## config.mk

```make
export PLATFORM = sky130hd
export DESIGN_NAME = mem_port_arbiter
export DESIGN_NICKNAME = d
export VERILOG_FILES = /design/src/rtl/mem_port_arbiter.sv
export SDC_FILE = /design/constraint.sdc
export NUM_CORES = 1
export LEC_CHECK = 0
export ABC_AREA = 1
export BUFFER_PORTS_ARGS = -buffer_cell sky130_fd_sc_hd__buf_2
export CELL_PAD_IN_SITES_DETAIL_PLACEMENT = 1
export CELL_PAD_IN_SITES_GLOBAL_PLACEMENT = 1
export CORE_AREA = 2 2 132 134
export CTS_BUF_LIST = sky130_fd_sc_hd__clkbuf_16
export DETAILED_ROUTE_END_ITERATION = 6
export DIE_AREA = 0 0 134 136
export PLACE_DENSITY_LB_ADDON = 0.1
export SLEW_MARGIN = 15
export SYNTH_ARGS = -nofsm -noshare
export SYNTH_HDL_FRONTEND = slang
export SYNTH_SLANG_ARGS = --single-unit
```

## constraint.sdc

```tcl
create_clock -name clk -period 4.27 [get_ports clk]
set_input_delay 0.2135 -clock clk [delete_from_list [all_inputs] [get_ports clk]]
set_output_delay 0.2135 -clock clk [all_outputs]
set_load 0.01 [all_outputs]
```

## src/rtl/mem_port_arbiter.sv

```systemverilog
// mem_port_arbiter: shares one memory port between IF fetch and MEM stage, MEM priority with IF anti-starvation.
// All outputs are registered; a kill during an IF access lets the ram side finish but drops the ack.
module mem_port_arbiter #(
    parameter int ADDR_L = 32,
    parameter int DATA_L = 32,
    parameter int STARVE_MAX = 4
) (
    input  logic              clk,
    input  logic              rst,
    input  logic              if_re,
    input  logic [ADDR_L-1:0] if_addr,
    input  logic [1:0]        if_rlen,
    input  logic              if_kill,
    output logic              if_rack,
    output logic [DATA_L-1:0] if_data,
    input  logic              mem_re,
    input  logic              mem_we,
    input  logic [ADDR_L-1:0] mem_addr,
    input  logic [1:0]        mem_len,
    input  logic [DATA_L-1:0] mem_wdata,
    output logic              mem_ack,
    output logic [DATA_L-1:0] mem_rdata,
    output logic              ram_re,
    output logic              ram_we,
    output logic [ADDR_L-1:0] ram_addr,
    output logic [1:0]        ram_len,
    output logic [DATA_L-1:0] ram_wdata,
    input  logic              ram_ack,
    input  logic [DATA_L-1:0] ram_rdata,
    output logic              busy,
    output logic              grant_mem,
    output logic              err_rw
);
    localparam int SW = $clog2(STARVE_MAX + 1);
    typedef enum logic [1:0] {IDLE, BUSY, RESP} state_t;
    state_t state;
    logic [SW-1:0] starve_cnt;
    logic kill_pend, starved, mem_win, if_win;
    always_comb begin
        starved = if_re && starve_cnt == SW'(STARVE_MAX);
        mem_win = (mem_re || mem_we) && !starved;
        if_win = !mem_win && if_re && !if_kill;
    end
    always_ff @(posedge clk) begin
        if (rst) begin
            state <= IDLE;
            starve_cnt <= '0;
            kill_pend <= 1'b0;
            if_rack <= 1'b0;
            if_data <= '0;
            mem_ack <= 1'b0;
            mem_rdata <= '0;
            ram_re <= 1'b0;
            ram_we <= 1'b0;
            ram_addr <= '0;
            ram_len <= '0;
            ram_wdata <= '0;
            busy <= 1'b0;
            grant_mem <= 1'b0;
            err_rw <= 1'b0;
        end else begin
            case (state)
                IDLE: begin
                    if (mem_win || if_win) begin
                        state <= BUSY;
                        busy <= 1'b1;
                        grant_mem <= mem_win;
                        ram_addr <= mem_win ? mem_addr : if_addr;
                        ram_len <= mem_win ? mem_len : if_rlen;
                        ram_wdata <= mem_wdata;
                        ram_re <= !mem_win || !mem_we;
                        ram_we <= mem_win && mem_we;
                    end
                    if (mem_win && mem_re && mem_we)
                        err_rw <= 1'b1;
                    // counts only MEM grants that made a waiting IF fetch stand aside
                    if (if_win || !if_re)
                        starve_cnt <= '0;
                    else if (mem_win && !starved)
                        starve_cnt <= starve_cnt + SW'(1);
                end
                BUSY: begin
                    if (!grant_mem && if_kill)
                        kill_pend <= 1'b1;
                    if (ram_ack) begin
                        state <= RESP;
                        ram_re <= 1'b0;
                        ram_we <= 1'b0;
                        mem_ack <= grant_mem;
                        if_rack <= !grant_mem && !kill_pend && !if_kill;
                        if (grant_mem)
                            mem_rdata <= ram_rdata;
                        else
                            if_data <= ram_rdata;
                    end
                end
                default: begin
                    state <= IDLE;
                    busy <= 1'b0;
                    mem_ack <= 1'b0;
                    if_rack <= 1'b0;
                    kill_pend <= 1'b0;
                end
            endcase
        end
    end
endmodule

```

==> flow_summary.yaml <==
power:
  powerDensity_nw_per_um2: 477.2
  combPwrFrac: 0.150
  swShare: 0.2721
  netSwitchingPower_mw: 0.9801
  pwr-share-clk: 0.435
  p_seq_frac: 0.416
  p_leak_nw: 4.000
  vdd_ir_drop_max_mv: 0.2712
  power_mw: 3.602
  intPower_mw: 2.622
cells_and_area:
  final_area_um2: 7548
  layout_commonest_cell: "buf_2"
  post_route_cells_drive_above_1_share: 0.3132
  nNetsFinal: 1154
  syn2layout_area_growth_pct: 38.15
  regArea_um2: 2863
  most-common-layout-cells: "275 x buf_2, 200 x nor2_1, 195 x nand2_1"
  fill_cells: 2212
  multi_input_area_um2: 2290
  fin_util: 0.4473
clock_network:
  clkTransAtPathRegs_ns: 0.06
  root_buffer: "clkbuf_16"
  post_cts_resized: 0
  clockBufferDepth: 2
  cts_tree: "built"
  cts_max_level: 4
  cts_hold_buffers: 0
  cts_buffers: 17
  clkLatencyLatePin_ns: 0.42
  cts_setup_buffers: 0
  clkSinkCount: 143
placement:
  dpl-instance-area_um2: 6927
  place_hpwl_mm: 12.48
  place.port_buffers: 275
  place.gp.congestion: 0.7419
global_route:
  antenna_found_initial: 3
  grt_pass1_vias: 5783
  grt-ovfl-total: 0
  grtUsageTotal: 0.2008
  grt_max_degree: 102
  grt_pass1_wl_mm: 28.98
timing:
  fin_crit_sh: 0.7124
  relSlewSlack: 0.2884
  finalHoldViolCount: 0
  rsz0062_at_grt: "false"
  setup_viol: 0
  finalMaxSlewViolations: 0
  fmax_ghz: 0.3287
  period_needed_ns: 3.042
  max_slew.worst_pin.slew_ns: 1.061
  setup_tns_ns: 0
  fin_worst_skew_ns: 0.01152
synth:
  synth_cell_type_count: 21
  ys.warnings.count: 0
  seq_area_frac_synth: 0.5239
  syn_inst: 762
  yosys_register_bits: 143
  avgSynthCellArea_um2: 7.171
  netlist_area_um2: 5464
  synth_nets: 903
floorplan:
  die_area_um2: 18220
  start_util: 0.3238
  rows: 48
  io_pins: 276
  dieHeight_um: 136
  die_x_um: 134
  fp.coreArea_um2: 16880
drt:
  num_vias: 5753
  ant_nets: 0
  avgViaCountPerCell: 4.595
  first_iter_violations: 172
  totalWireLength_mm: 18.56
  dr.pass1.iters: 4
  wl_per_cell_um: 14.82
  drc: 0
critical_path:
  cp-end-kind: "flip-flop"
  worstPathArrival_ns: 3.35
  worstPathMaxFanout: 35
  criticalPathCategory: "flip-flop to flip-flop"
  start_kind: "flip-flop"
  worstPathRequired_ns: 4.58
run:
  maxCapViolCount: 0
run_status:
  status: "completed"
min_path:
  hp-class: "primary input to flip-flop"
## per-stage QoR
stage	setup WS [ns]	hold WS (ns)	std cells
floorplan	2.837	0.3484	762
global placement	1.250	0.4489	1219
detailed placement	1.221	0.4548	1219
CTS	1.174	0.01186	1250
global route	0.8371	0.03667	1252
finish	1.228	0.02936	1252
## cell families (layout without fill, tap and decap cells)
family / after synthesis / after routing / share of synthesized area
flops: 143 / 143 / 0.5239
other cells: 0 / 2 / 0
fa+ha+maj: 2 / 2 / 0.004579
buf+inv: 68 / 331 / 0.05702
simple gates: 409 / 409 / 0.2856
xor+xnor: 1 / 1 / 0.001603
compound gates: 139 / 139 / 0.1273
## final timing paths
path                                                  from                         end  cells past startpoint  slack [ns]
worst min-delay path                         ram_rdata[29]    if_data[29]$_SDFFE_PP0P_                      3        0.03
worst max-delay path            starve_cnt[0]$_SDFFE_PP0P_  starve_cnt[1]$_SDFFE_PP0P_                      9        1.23
worst min register to register   ram_addr[16]$_SDFFE_PP0P_   ram_addr[16]$_SDFFE_PP0P_                      2        0.46
worst max register to register  starve_cnt[0]$_SDFFE_PP0P_  starve_cnt[1]$_SDFFE_PP0P_                      9        1.23
## registers in the layout, summed over array words and instances (netlist names)
signal      cells
if_data        32
mem_rdata      32
ram_addr       32
ram_wdata      32
starve_cnt      3
ram_len         2
state           2
busy            1
err_rw          1
grant_mem       1
if_rack         1
kill_pend       1
mem_ack         1
ram_re          1
ram_we          1
## critical path: stages, from the launching register on
cell and delay [ns]:
dfxtp_1 0.31, inv_1 0.09, ha_1 0.16, nand3_1 0.09
nand2_1 0.60, clkinv_1 1.09, nand2_1 0.38, nand2_1 0.08
o21ai_0 0.08, nor2_1 0.05
## layer usage
metal	up-vias	track usage	part of all wire
li1	2897	-	-
met1	2648	0.2355	0.43
met2	176	0.3379	0.47
met3	30	0.06413	0.072
met4	2	0.08688	0.024
met5	-	0	0.00086
## synthesized netlist by cell type, drive strengths merged
cell type / n / area, µm²
o21ai: 98 / 490.5
inv: 18 / 67.57
nand4: 1 / 6.260
clkbuf: 21 / 78.83
xor2: 1 / 8.760
a21oi: 41 / 205.2
nand3: 6 / 30.03
clkinv: 1 / 3.750
buf: 28 / 161.4
nand2: 197 / 744.5
ha: 2 / 25.02
dfxtp: 143 / 2863
nor3: 2 / 10.01
nor2: 203 / 769.5
## area by class of cell
| class | count | area share |
|---|---|---|
| antenna | 2 | 0.0006630 |
| clock buffer | 17 | 0.05636 |
| clock inverter | 14 | 0.02536 |
| inverter | 19 | 0.009448 |
| multi-input combinational | 551 | 0.3033 |
| sequential | 143 | 0.3792 |
| tap | 225 | 0.03729 |
| timing repair buffer | 281 | 0.1883 |
## power groups by stage
stage / clock network (mW) / logic (mW) / registers (mW)
after floorplan: 0 / 0.251 / 1.57
after global placement: 0 / 0.542 / 1.52
after detailed placement: 0 / 0.548 / 1.52
after CTS: 1.61 / 0.551 / 1.50
after global routing: 1.66 / 0.610 / 1.51
final: 1.57 / 0.539 / 1.50
(Power assumes the default switching activity.)
